--- config.mk ---
export PLATFORM = sky130hd
export DESIGN_NAME = block_period_scheduler_flat
export DESIGN_NICKNAME = d
export VERILOG_FILES = /design/src/rtl/block_period_scheduler_if.sv /design/src/rtl/block_period_scheduler.sv /design/src/flat_wrapper.sv
export SDC_FILE = /design/constraint.sdc
export NUM_CORES = 1
export LEC_CHECK = 0
export BUFFER_PORTS_ARGS = -buffer_cell sky130_fd_sc_hd__buf_2
export CAP_MARGIN = 40
export CORE_AREA = 2 2 406 408
export DETAILED_ROUTE_END_ITERATION = 12
export DIE_AREA = 0 0 408 410
export PLACE_DENSITY = 0.3
export SETUP_SLACK_MARGIN = 0.05
export SYNTH_ARGS = -nofsm -noshare
export SYNTH_HDL_FRONTEND = slang
export SYNTH_SLANG_ARGS = --single-unit
--- constraint.sdc ---
create_clock -name clk -period 19 [get_ports clk]
set_input_delay 3.8 -clock clk [delete_from_list [all_inputs] [get_ports clk]]
set_output_delay 3.8 -clock clk [all_outputs]
set_load 0.05 [all_outputs]
--- src/rtl/block_period_scheduler_if.sv ---
// block_period_scheduler_if
// Bundles the four detector-block event streams, the time-tag stream and the
// merged output stream of block_period_scheduler.
//   blk_valid/blk_period/blk_data/blk_ready : per-block event streams, block i
//                                              packed at [i*W +: W]
//   tt_valid/tt_period/tt_data/tt_ready     : time-tag stream
//   out_valid/out_data/out_ready            : merged output stream
// slave  = scheduler side, master = environment side.
interface block_period_scheduler_if #(
    parameter int DATA_W   = 128,
    parameter int PERIOD_W = 48
);
    logic [3:0]            blk_valid;
    logic [4*PERIOD_W-1:0] blk_period;
    logic [4*DATA_W-1:0]   blk_data;
    logic [3:0]            blk_ready;
    logic                  tt_valid;
    logic [PERIOD_W-1:0]   tt_period;
    logic [DATA_W-1:0]     tt_data;
    logic                  tt_ready;
    logic                  out_valid;
    logic [DATA_W-1:0]     out_data;
    logic                  out_ready;

    modport slave (
        input  blk_valid, blk_period, blk_data, tt_valid, tt_period, tt_data, out_ready,
        output blk_ready, tt_ready, out_valid, out_data
    );

    modport master (
        output blk_valid, blk_period, blk_data, tt_valid, tt_period, tt_data, out_ready,
        input  blk_ready, tt_ready, out_valid, out_data
    );
endinterface

--- src/rtl/block_period_scheduler.sv ---
// block_period_scheduler
// Merges four detector-block event streams and the time-tag stream into one
// registered output stream. A block event goes ahead of a pending time tag only
// when its period is strictly earlier; competing blocks share the output by
// round-robin. Keeps a saturating late-event counter and a wrapping time-tag
// counter.
//   clk        : clock, rising edge
//   rst        : synchronous active-high reset
//   bus        : event/time-tag inputs and merged output (slave modport)
//   late_count : saturating count of events emitted behind the last time tag
//   tt_count   : wrapping count of emitted time tags
module block_period_scheduler #(
    parameter int DATA_W   = 128,
    parameter int PERIOD_W = 48,
    parameter int CNT_W    = 16
) (
    input  logic                     clk,
    input  logic                     rst,
    block_period_scheduler_if.slave  bus,
    output logic [CNT_W-1:0]         late_count,
    output logic [CNT_W-1:0]         tt_count
);

    logic                out_valid_q, out_valid_d;
    logic [DATA_W-1:0]   out_data_q, out_data_d;
    logic [1:0]          rr_ptr_q, rr_ptr_d;
    logic [PERIOD_W-1:0] last_tt_period_q, last_tt_period_d;
    logic [CNT_W-1:0]    late_count_q, late_count_d;
    logic [CNT_W-1:0]    tt_count_q, tt_count_d;

    logic [PERIOD_W-1:0] period_a [4];
    logic [DATA_W-1:0]   data_a [4];
    logic [3:0]          elig;
    logic                load;
    logic                blk_gnt;
    logic                tt_gnt;
    logic [1:0]          gnt_idx;
    logic [1:0]          scan_idx;
    logic [3:0]          blk_ready_c;
    logic                tt_ready_c;

    always_comb begin
        load = ~out_valid_q | bus.out_ready;

        for (int i = 0; i < 4; i++) begin
            period_a[i] = bus.blk_period[i*PERIOD_W +: PERIOD_W];
            data_a[i]   = bus.blk_data[i*DATA_W +: DATA_W];
            // Equal periods lose to the time tag, hence strict less-than.
            elig[i]     = bus.blk_valid[i] & (~bus.tt_valid | (period_a[i] < bus.tt_period));
        end

        // Scan downward from the farthest offset so the nearest eligible
        // block at or after rr_ptr wins.
        blk_gnt  = 1'b0;
        gnt_idx  = rr_ptr_q;
        scan_idx = rr_ptr_q;
        for (int k = 3; k >= 0; k--) begin
            scan_idx = rr_ptr_q + 2'(k);
            if (elig[scan_idx]) begin
                blk_gnt = 1'b1;
                gnt_idx = scan_idx;
            end
        end
        tt_gnt = ~blk_gnt & bus.tt_valid;

        blk_ready_c = (load & ~rst & blk_gnt) ? (4'b0001 << gnt_idx) : 4'b0000;
        tt_ready_c  = load & ~rst & tt_gnt;

        out_valid_d      = out_valid_q;
        out_data_d       = out_data_q;
        rr_ptr_d         = rr_ptr_q;
        last_tt_period_d = last_tt_period_q;
        late_count_d     = late_count_q;
        tt_count_d       = tt_count_q;

        if (load) begin
            if (blk_gnt) begin
                out_valid_d = 1'b1;
                out_data_d  = data_a[gnt_idx];
                rr_ptr_d    = gnt_idx + 2'd1;
                if ((period_a[gnt_idx] < last_tt_period_q) && (late_count_q != '1)) begin
                    late_count_d = late_count_q + CNT_W'(1);
                end
            end else if (tt_gnt) begin
                out_valid_d      = 1'b1;
                out_data_d       = bus.tt_data;
                last_tt_period_d = bus.tt_period;
                tt_count_d       = tt_count_q + CNT_W'(1);
            end else begin
                out_valid_d = 1'b0;
            end
        end
    end

    always_ff @(posedge clk) begin
        if (rst) begin
            out_valid_q      <= 1'b0;
            out_data_q       <= '0;
            rr_ptr_q         <= 2'd0;
            last_tt_period_q <= '0;
            late_count_q     <= '0;
            tt_count_q       <= '0;
        end else begin
            out_valid_q      <= out_valid_d;
            out_data_q       <= out_data_d;
            rr_ptr_q         <= rr_ptr_d;
            last_tt_period_q <= last_tt_period_d;
            late_count_q     <= late_count_d;
            tt_count_q       <= tt_count_d;
        end
    end

    assign bus.blk_ready = blk_ready_c;
    assign bus.tt_ready  = tt_ready_c;
    assign bus.out_valid = out_valid_q;
    assign bus.out_data  = out_data_q;
    assign late_count    = late_count_q;
    assign tt_count      = tt_count_q;

endmodule

--- src/flat_wrapper.sv ---
// flat-port wrapper written by rule: the top's interface ports become plain ports
module block_period_scheduler_flat 
#(
    parameter int DATA_W   = 128,
    parameter int PERIOD_W = 48,
    parameter int CNT_W    = 16
)
  (clk, rst, late_count, tt_count, bus_blk_valid, bus_blk_period, bus_blk_data, bus_tt_valid, bus_tt_period, bus_tt_data, bus_out_ready, bus_blk_ready, bus_tt_ready, bus_out_valid, bus_out_data);
  block_period_scheduler_if #(.DATA_W(DATA_W), .PERIOD_W(PERIOD_W)) bus_i ();
  input  logic clk;
  input  logic rst;
  output logic [CNT_W-1:0] late_count;
  output logic [CNT_W-1:0] tt_count;
  input wire logic [$bits(bus_i.blk_valid)-1:0] bus_blk_valid;
  input wire logic [$bits(bus_i.blk_period)-1:0] bus_blk_period;
  input wire logic [$bits(bus_i.blk_data)-1:0] bus_blk_data;
  input wire logic [$bits(bus_i.tt_valid)-1:0] bus_tt_valid;
  input wire logic [$bits(bus_i.tt_period)-1:0] bus_tt_period;
  input wire logic [$bits(bus_i.tt_data)-1:0] bus_tt_data;
  input wire logic [$bits(bus_i.out_ready)-1:0] bus_out_ready;
  output wire logic [$bits(bus_i.blk_ready)-1:0] bus_blk_ready;
  output wire logic [$bits(bus_i.tt_ready)-1:0] bus_tt_ready;
  output wire logic [$bits(bus_i.out_valid)-1:0] bus_out_valid;
  output wire logic [$bits(bus_i.out_data)-1:0] bus_out_data;
  assign bus_i.blk_valid = bus_blk_valid;
  assign bus_i.blk_period = bus_blk_period;
  assign bus_i.blk_data = bus_blk_data;
  assign bus_i.tt_valid = bus_tt_valid;
  assign bus_i.tt_period = bus_tt_period;
  assign bus_i.tt_data = bus_tt_data;
  assign bus_i.out_ready = bus_out_ready;
  assign bus_blk_ready = bus_i.blk_ready;
  assign bus_tt_ready = bus_i.tt_ready;
  assign bus_out_valid = bus_i.out_valid;
  assign bus_out_data = bus_i.out_data;
  block_period_scheduler #(.DATA_W(DATA_W), .PERIOD_W(PERIOD_W), .CNT_W(CNT_W)) u_core (.clk(clk), .rst(rst), .bus(bus_i), .late_count(late_count), .tt_count(tt_count));
endmodule
==> run metrics, run 1 <==
run status finished, final reports clean; CP delay by family, top buffers and inverters; Synth area leader dfxtp_1; critical path class in -> out; cts repair resizes 0; Layout Cells excl Fill 5763; Total Wirelength approximately 140000 µm; layout cells sized above 1 0.358; Worst-Margin Slew approximately 1.0 ns; wire per inst between 20 and 25 µm; worst skew pair latency 0.59 ns; Starting Density 0.121; die area about 170000 µm²; crit-path cells buf_2 > inv_1 > ha_1 > a21o_1 > a21o_1 > a21oi_1 > o21ai_0 > buf_4 > a2111oi_1 > buf_2 > o311ai_2 > a311oi_1 > nor3_4 > clkinv_2 > buf_4 > ha_1 > and2_1 > buf_2; CTS buffer count 36; Synth Instances between 2000 and 3000; Iter 0 DRT Violations roughly 1400; core area 163000 µm²; endpoints failing hold 0; gr ovfl total 0; worst ir drop on vdd roughly 58 µV; Max Cap Violations 0; Largest stage delay, worst path approximately 0.71 ns; Critical Path End Type primary output; Slowest-stage cell, CP buf_4; PD cells 89.7 nW/µm²; DIE HEIGHT 410 µm; Multi-input gate area roughly 14000 µm²; fin crit share 0.671; # setup viols final 0; min-delay worst type reg -> reg; Tmin final approximately 13 ns; Slew headroom 0.312; post-route cell area around 29000 µm²; routability-driven placement congestion ratio 0.850; I/O Buffers 1053; placed cell count between 5000 and 6000; Post-Syn Nets between 3000 and 4000; Synth Warn # 0; Root Buffer clkbuf_16; Hold-fix buffers, CTS 0; GRT Total Usage 0.160; Post-CTS Setup Bufs 0; Buf+Inv Stages, Crit Path 7; WP data arrival about 9.0 ns; DRC viols 0; RSZ-0062 raised after global routing false; final-stage net count 4660; Cell Area, Placed 27300 µm²; fmax 0.0784 GHz; final slew viol count 0; vias in the first global route about 22000; sequential area share after synthesis 0.213; DR vias about 23000; top cells by area, synth dfxtp_1 21%, ha_1 15%, nand2_1 7.5%, nor2_1 7.5%, mux2_2 7.2%; Clock Pin Slew Worst Setup and Hold Paths around 0.06 ns; worst-path fanout max between 60 and 70; total power about 2600 µW; initial antenna violation count 110; DP HPWL around 120000 µm; Site Rows approximately 150; vias per cell between 4 and 5; Leakage between 0.01 and 0.015 µW; clock buffer depth 3; die extent in x 408 µm; crit path launch type input port; Area Overhead vs Synth 44.0%; EDFF count, synth 0; Synth top area share 0.213; IO Pins roughly 1100; clock sinks 211; skew final ~0.035 ns; sequential cell area 4220 µm²; largest net degree at the start of global routing approximately 160; Most Frequent Cell on Critical Path buf_2; CP required 15.20 ns; ANT nets after route 0; ys flop type dfxtp_1; Post-synth ARST share 0; post-synthesis cell type count 62; Fin Setup TNS 0 ns; Synth Register Bits 211; synthesized area roughly 20000 µm²; # fillers 18832; CTS tree built; Mean Syn Cell Area 7.64 µm²; number of detailed-route iterations in the first pass 5; H-tree depth 2; first-pass GRT wire length between 150000 and 200000 µm
## cells by family (layout without fill, tap and decap cells)
logic type	Yosys count	in the layout	synth area share
and+or+nand+nor	991	991	0.212
muxes	260	260	0.139
xor gates and xnor gates	12	12	0.00530
AOI/OAI and AO/OA	591	591	0.215
adders and majority gates	241	241	0.152
other	0	22	0
DFF	211	211	0.213
buffers and inverters	290	1246	0.0628
## worst min-delay path: stages, from the launching register on
cell and delay, ns:
dfxtp_1 0.31, o21ai_0 0.07, a21oi_1 0.06
## power breakdown
group / switching (µW) / total (µW) / internal [µW]
clock network: 278 / 690 / 412
logic: 861 / 1340 / 475
registers: 36.4 / 536 / 499
## synth_stat cells, drive strengths merged (4+ instances only)
master and count:
mux2i 132, dfxtp 211, a221oi 8, nor2 395, a211o 130, nor3 9, o211ai 4, nand2 398
nor4 7, a31oi 50, or3 18, xor2 10, a211oi 13, nand2b 6, o21a 4, and2 7
a311oi 129, mux2 128, clkbuf 141, and3 55, a21oi 151, o31ai 7, a2111oi 5, ha 241
buf 42, a21o 19, nand4 38, inv 107, and4 9, or4 7, nor2b 5, o21ai 49
nand3 34
## cell type report
class	count	share of cell area
clock inverters	10	0.00425
repair buffers	1080	0.194
diodes	22	0.00193
multi-input cells	2095	0.504
inverters	107	0.0144
flip-flops and latches	211	0.148
well taps	2189	0.0959
clock buffers	49	0.0369
## per-stage QoR
stage | util | hold slack [ns] | setup WS (ns)
2_1_floorplan | - | 0.461 | 7.78
3_3_place_gp | 0.167 | 0.480 | 4.93
3_5_place_dp | 0.167 | 0.488 | 5.63
4_1_cts | 0.174 | 0.495 | 6.21
5_1_grt | 0.174 | 0.513 | 5.78
6_report | 0.175 | 0.490 | 6.25
## per-layer routing
layer | part of all wire | track usage | wire, µm
met3 | 0.072 | 0.0430 | 10200
met1 | 0.47 | 0.222 | 66700
met5 | 0.0026 | 0 | 374
met4 | 0.014 | 0.0254 | 1960
met2 | 0.44 | 0.250 | 62400
## state kept, by name, summed over array words and instances (netlist names)
register / cells
u_core.bus.out_data: 128
u_core.bus.out_valid: 1
u_core.last_tt_period_q: 48
u_core.late_count: 16
u_core.rr_ptr_q: 2
u_core.tt_count: 16
## worst paths after layout
kind | from | end | slack (ns) | cells past startpoint
worst min-delay path | u_core.tt_count[15]$_SDFFE_PP0P_ | u_core.tt_count[15]$_SDFFE_PP0P_ | 0.49 | 2
worst min register to register | u_core.tt_count[15]$_SDFFE_PP0P_ | u_core.tt_count[15]$_SDFFE_PP0P_ | 0.49 | 2
worst max register to register | u_core.rr_ptr_q[0]$_SDFFE_PP0P_ | u_core.late_count[6]$_SDFFE_PP0P_ | 11.59 | 23
worst max-delay path | bus_tt_period[5] | bus_blk_ready[1] | 6.25 | 18
## cells in the final DEF (no fill, tap or decap), types with 6 or more instances in the layout
cell          n
a211o_1     130
a211oi_1     13
a21o_1       19
a21oi_1     151
a221oi_1      8
a311oi_1    129
a31oi_1      50
and2_1        7
and3_1       54
and4_1        8
buf_2      1055
buf_4        18
clkbuf_16    38
clkbuf_8      7
dfxtp_1     211
diode_2      22
ha_1        241
inv_1       105
mux2_2      126
mux2i_1     132
nand2_1     398
nand2b_1      6
nand3_1      34
nand4_1      38
nor2_1      395
nor3_1        8
nor4_1        7
o21ai_0      48
o31ai_1       6
or3_1        18
or4_1         7
xor2_1       10
Power figures use the tool's default switching activity.
==> inputs of run 2 (changes only) <==
Clock period 19 ns to 13.3 ns, I/O delays scaled along.
==> run metrics, run 2 (synthesis gave the netlist of run 1 again) <==
internal power 1980 µW (was 1390 µW); IO Pins 1054 (unchanged); Worst Reg-to-Reg Cells 23 (unchanged); PD cells 127 nW/µm² (was 89.7 nW/µm²); vias in the first global route 22939 (was 22440); critical path class in -> reg (was in -> out); commonest non-fill, non-tap cell in the layout buf_2 (unchanged); I/O Buffers 1053 (unchanged); Fin Setup TNS 0 ns (unchanged); Setup crit start bus_blk_period[7] (was bus_tt_period[5]); layout cells sized above 1 0.358 (about the same); clock buffer depth 3 (unchanged); Clock Pin Slew Worst Setup and Hold Paths 0.06 ns (about the same); Endpoint, Worst Hold u_core.tt_count[15]$_SDFFE_PP0P_ (unchanged); R2R setup slack 6.64 ns (was 11.59 ns); Starting Density 0.121 (unchanged); Post-CTS Setup Bufs 0 (unchanged); Hold-fix buffers, CTS 0 (unchanged); WHS 0.488 ns (was 0.490 ns); skew final 0.0192 ns (was 0.0346 ns); min-delay worst type reg -> reg (unchanged); crit path launch type input port (unchanged); initial antenna violation count 116 (was 110); worst hold path depth 2 (unchanged); final-stage net count 4663 (was 4660); GRT Total Usage 0.161 (was 0.160); die area 167000 µm² (unchanged); DIE HEIGHT 410 µm (unchanged); Tmin final approximately 11 ns; Net Sw Frac 0.458 (was 0.459); DRC viols 0 (unchanged); wire per inst 24.6 µm (about the same); sequential cell area 4220 µm² (unchanged); Max Cap Violations 0 (unchanged); Util after Layout 0.175 (about the same); CTS buffer count 34 (was 36); Site Rows 149 (unchanged); Flop pwr share 0.210 (was 0.209); largest net degree at the start of global routing 173 (was 162); RSZ-0062 raised after global routing false (unchanged); DP HPWL 121000 µm (was 120000 µm); vias per cell 4.04 (was 4.08); routability-driven placement congestion ratio 0.841 (was 0.850); Total Wirelength 142000 µm (about the same); clock share of power 0.266 (was 0.269); max FFs per register 128 (unchanged); P_sw 1670 µW (was 1180 µW); Critical Path End Type flip-flop (was primary output); cts repair resizes 0 (unchanged); Leakage 0.0135 µW (about the same); final slew viol count 0 (unchanged); clock sinks 211 (unchanged); FF-to-FF End u_core.late_count[13]$_SDFFE_PP0P_ (was u_core.late_count[6]$_SDFFE_PP0P_); DR vias 23374 (was 23488); endpoints failing hold 0 (unchanged); # setup viols final 0 (unchanged); # fillers 18888 (was 18832); gr ovfl total 0 (unchanged); combinational share of power 0.524 (was 0.522); Iter 0 DRT Violations 1478 (was 1415); Worst-Margin Slew 1.03 ns (about the same); RR Startpoint u_core.rr_ptr_q[0]$_SDFFE_PP0P_ (unchanged); H-tree depth 2 (unchanged); worst skew pair latency 0.58 ns (was 0.59 ns); worst ir drop on vdd 67.2 µV (was 57.5 µV); fmax roughly 0.094 GHz; core area 163000 µm² (unchanged); Root Buffer clkbuf_16 (unchanged); most frequent cells in the layout 1055 x buf_2, 398 x nand2_1, 395 x nor2_1 (unchanged); Slew headroom 0.314 (was 0.312); Multi-input gate area 14400 µm² (about the same); ANT nets after route 0 (unchanged); first-pass GRT wire length 190000 µm (was 188000 µm); WP data arrival 11.17 ns (was 8.95 ns); worst-path fanout max 116 (was 63); number of detailed-route iterations in the first pass 7 (was 5); Area Overhead vs Synth 44.4% (was 44.0%); fin crit share 0.801; hold path start u_core.tt_count[15]$_SDFFE_PP0P_ (unchanged); CTS tree built (unchanged); run status finished, final reports clean (unchanged); CP required 13.81 ns (was 15.20 ns); die extent in x 408 µm (unchanged)
-- run 2: worst max path at each step --
stage,to,slack [ns],depth (start not counted)
global placement,u_core.late_count[13]$_SDFFE_PP0P_,2.14,27
floorplan,bus_blk_ready[2],4.36,17
CTS,u_core.late_count[13]$_SDFFE_PP0P_,2.71,28
finish,u_core.late_count[13]$_SDFFE_PP0P_,2.64,28
global route,u_core.late_count[13]$_SDFFE_PP0P_,2.24,30
detailed placement,u_core.late_count[13]$_SDFFE_PP0P_,2.10,28
-- run 2: area by class of cell --
type,instances,share of cell area
diodes,35,0.00306
clock buffers,49,0.0338
clock inverters,11,0.00616
inverters,107,0.0143
multi-input cells,2095,0.503
flip-flops and latches,211,0.147
well taps,2189,0.0956
repair buffers,1085,0.197
-- run 2: layer usage --
| metal | GRT usage | wire length (µm) |
|---|---|---|
| met5 | 0 | 389 |
| met4 | 0.0361 | 2810 |
| met3 | 0.0498 | 12700 |
| met2 | 0.248 | 61800 |
| met1 | 0.219 | 64400 |
-- run 2: per-stage QoR --
step | power [µW] | cells | cell area, µm² | worst slack [ns]
final | 3640 | 5782 | 28600 | 2.64
after global routing | 3890 | 5761 | 28600 | 2.24
after CTS | 3730 | 5747 | 28600 | 2.71
after detailed placement | 2710 | 5687 | 27400 | 2.10
after global placement | 2710 | 5677 | 27300 | 2.14
after floorplan | 2000 | 2596 | 19800 | 4.36
-- run 2: power groups by stage --
stage / Clock, µW / Combinational, µW / Sequential, µW
6_report: 970 / 1910 / 765
5_1_grt: 1040 / 2080 / 776
4_1_cts: 1030 / 1940 / 766
3_5_place_dp: 0 / 1930 / 778
3_3_place_gp: 0 / 1930 / 777
2_1_floorplan: 0 / 984 / 1020
-- run 2: worst max-delay path: stages --
cell,delay (ns)
buf_2,0.20
ha_1,0.36
nand4_1,0.08
o311a_1,0.53
o311ai_0,0.77
o21ai_1,0.26
nand3_1,0.17
a211oi_1,0.13
nor3_4,0.30
buf_12,0.52
buf_4,0.72
nand2_1,0.14
a31oi_1,0.24
ha_1,0.28
a21o_1,0.16
a21oi_1,0.14
nor2_1,0.06
a2111oi_0,0.44
o21bai_1,0.14
a21oi_1,0.17
nor4_1,0.10
buf_2,0.17
or4_1,0.47
a211oi_1,0.60
o31ai_4,0.31
buf_6,0.24
or4_1,0.46
a21oi_1,0.15
==> inputs of run 3 (changes only) <==
Clock period 13.3 ns to 10.5 ns, I/O delays scaled along.
==> run metrics, run 3 (synthesis gave the netlist of run 1 again) <==
run status finished, final reports clean (unchanged); vias in the first global route 23101 (was 22939); initial antenna violation count 120 (was 116); Critical Path End Type flip-flop (unchanged); DIE HEIGHT 410 µm (unchanged); fmax between 0.1 and 0.15 GHz; Fin Setup TNS 0 ns (unchanged); Flop pwr share 0.209 (was 0.210); I/O Buffers 1053 (unchanged); worst skew pair latency 0.59 ns (was 0.58 ns); max FFs per register 128 (unchanged); vias per cell 4.09 (was 4.04); Clock Pin Slew Worst Setup and Hold Paths 0.06 ns (about the same); clock buffer depth 3 (unchanged); critical path class in -> reg (unchanged); RSZ-0062 raised after global routing false (unchanged); DP HPWL 121000 µm (about the same); Hold-fix buffers, CTS 0 (unchanged); skew final 0.0365 ns (was 0.0192 ns); Iter 0 DRT Violations 1434 (was 1478); Tmin final ~9 ns; most frequent cells in the layout 1055 x buf_2, 398 x nand2_1, 395 x nor2_1 (unchanged); GRT Total Usage 0.163 (was 0.161); P_sw 2130 µW (was 1670 µW); endpoints failing hold 0 (unchanged); Worst-Margin Slew 1.02 ns (was 1.03 ns); # setup viols final 0 (unchanged); Largest stage delay, worst path 0.68 ns (was 0.77 ns); internal power 2520 µW (was 1980 µW); worst ir drop on vdd 104 µV (was 67.2 µV); ANT nets after route 0 (unchanged); gr ovfl total 0 (unchanged); Root Buffer clkbuf_16 (unchanged); Slew headroom 0.323 (was 0.314); WP data arrival 9.67 ns (was 11.17 ns); Total Wirelength 143000 µm (was 142000 µm); CP required 11.01 ns (was 13.81 ns); crit path launch type input port (unchanged); CTS tree built (unchanged); DR vias 23627 (was 23374); commonest non-fill, non-tap cell in the layout buf_2 (unchanged); wire per inst 24.7 µm (was 24.6 µm); Slowest-stage cell, CP a221oi_1 (was o311ai_0); cts repair resizes 0 (unchanged); Starting Density 0.121 (unchanged); H-tree depth 2 (unchanged); Cell Area, Placed 27500 µm² (was 27400 µm²); Post-CTS Setup Bufs 0 (unchanged); clock share of power 0.267 (was 0.266); core area 163000 µm² (unchanged); combinational share of power 0.524 (about the same); Area Overhead vs Synth 44.7% (was 44.4%); Net Sw Frac 0.458 (about the same); post-route cell area 28700 µm² (was 28600 µm²); clock sinks 211 (unchanged); final-stage net count 4675 (was 4663); Leakage 0.0136 µW (was 0.0135 µW); Site Rows 149 (unchanged); first-pass GRT wire length 192000 µm (was 190000 µm); min-delay worst type reg -> reg (unchanged); routability-driven placement congestion ratio 0.866 (was 0.841); Most Frequent Cell on Critical Path a21oi_1 (unchanged); die extent in x 408 µm (unchanged); die area 167000 µm² (unchanged); DRC viols 0 (unchanged); worst-path fanout max 52 (was 116); PD cells 162 nW/µm² (was 127 nW/µm²); largest net degree at the start of global routing 158 (was 173); Max Cap Violations 0 (unchanged); number of detailed-route iterations in the first pass 5 (was 7); IO Pins 1054 (unchanged); final slew viol count 0 (unchanged); fin crit share 0.873; layout cells sized above 1 0.361 (was 0.358); CTS buffer count 35 (was 34)
-- run 3: metal layers --
| layer | up-vias | part of all wire | track usage |
|---|---|---|---|
| met5 | - | 0.0031 | 0 |
| met4 | 70 | 0.016 | 0.0279 |
| met3 | 196 | 0.072 | 0.0415 |
| met2 | 863 | 0.44 | 0.251 |
| met1 | 11127 | 0.47 | 0.228 |
| li1 | 11371 | - | - |
-- run 3: cell type report --
cell class / instances / area, µm²
fillers: 18932 / 135000
multi-input cells: 2095 / 14400
flip-flops and latches: 211 / 4220
clock inverters: 12 / 125
diodes: 21 / 52.6
well taps: 2189 / 2740
repair buffers: 1096 / 5710
clock buffers: 50 / 1030
inverters: 107 / 410
-- run 3: metrics by stage --
stage	power [µW]	hold WS, ns	cells	util	setup WS, ns
after floorplan	2540	0.461	2596	-	2.44
after global placement	3460	0.477	5693	0.168	0.0552
after detailed placement	3450	0.488	5698	0.168	0.663
after CTS	4750	0.497	5760	0.175	1.28
after global routing	4960	0.507	5770	0.175	0.900
final	4650	0.494	5781	0.176	1.34
-- run 3: worst max-delay path, delay by kind of cell --
family,cells,cell delay (ns)
AO/OA/AOI/OAI,15,3.87
adder cells (fa/ha/maj),2,0.55
AND/OR/NAND/NOR,8,1.73
buffers and inverters,7,1.35
-- run 3: worst paths after layout --
check                                                      start                                  to  slack, ns  depth (start not counted)
worst max-delay path                           bus_tt_period[17]  u_core.late_count[11]$_SDFFE_PP0P_       1.34                         32
worst min-delay path            u_core.tt_count[15]$_SDFFE_PP0P_    u_core.tt_count[15]$_SDFFE_PP0P_       0.49                          2
worst max register to register   u_core.rr_ptr_q[1]$_SDFFE_PP0P_  u_core.late_count[11]$_SDFFE_PP0P_       4.80                         24
worst min register to register  u_core.tt_count[15]$_SDFFE_PP0P_    u_core.tt_count[15]$_SDFFE_PP0P_       0.49                          2
-- run 3: power groups by stage --
stage	sequential, µW	clock (µW)	combinational (µW)
final	972	1240	2440
after global routing	983	1330	2650
after CTS	970	1300	2480
after detailed placement	986	0	2470
after global placement	984	0	2470
after floorplan	1290	0	1250
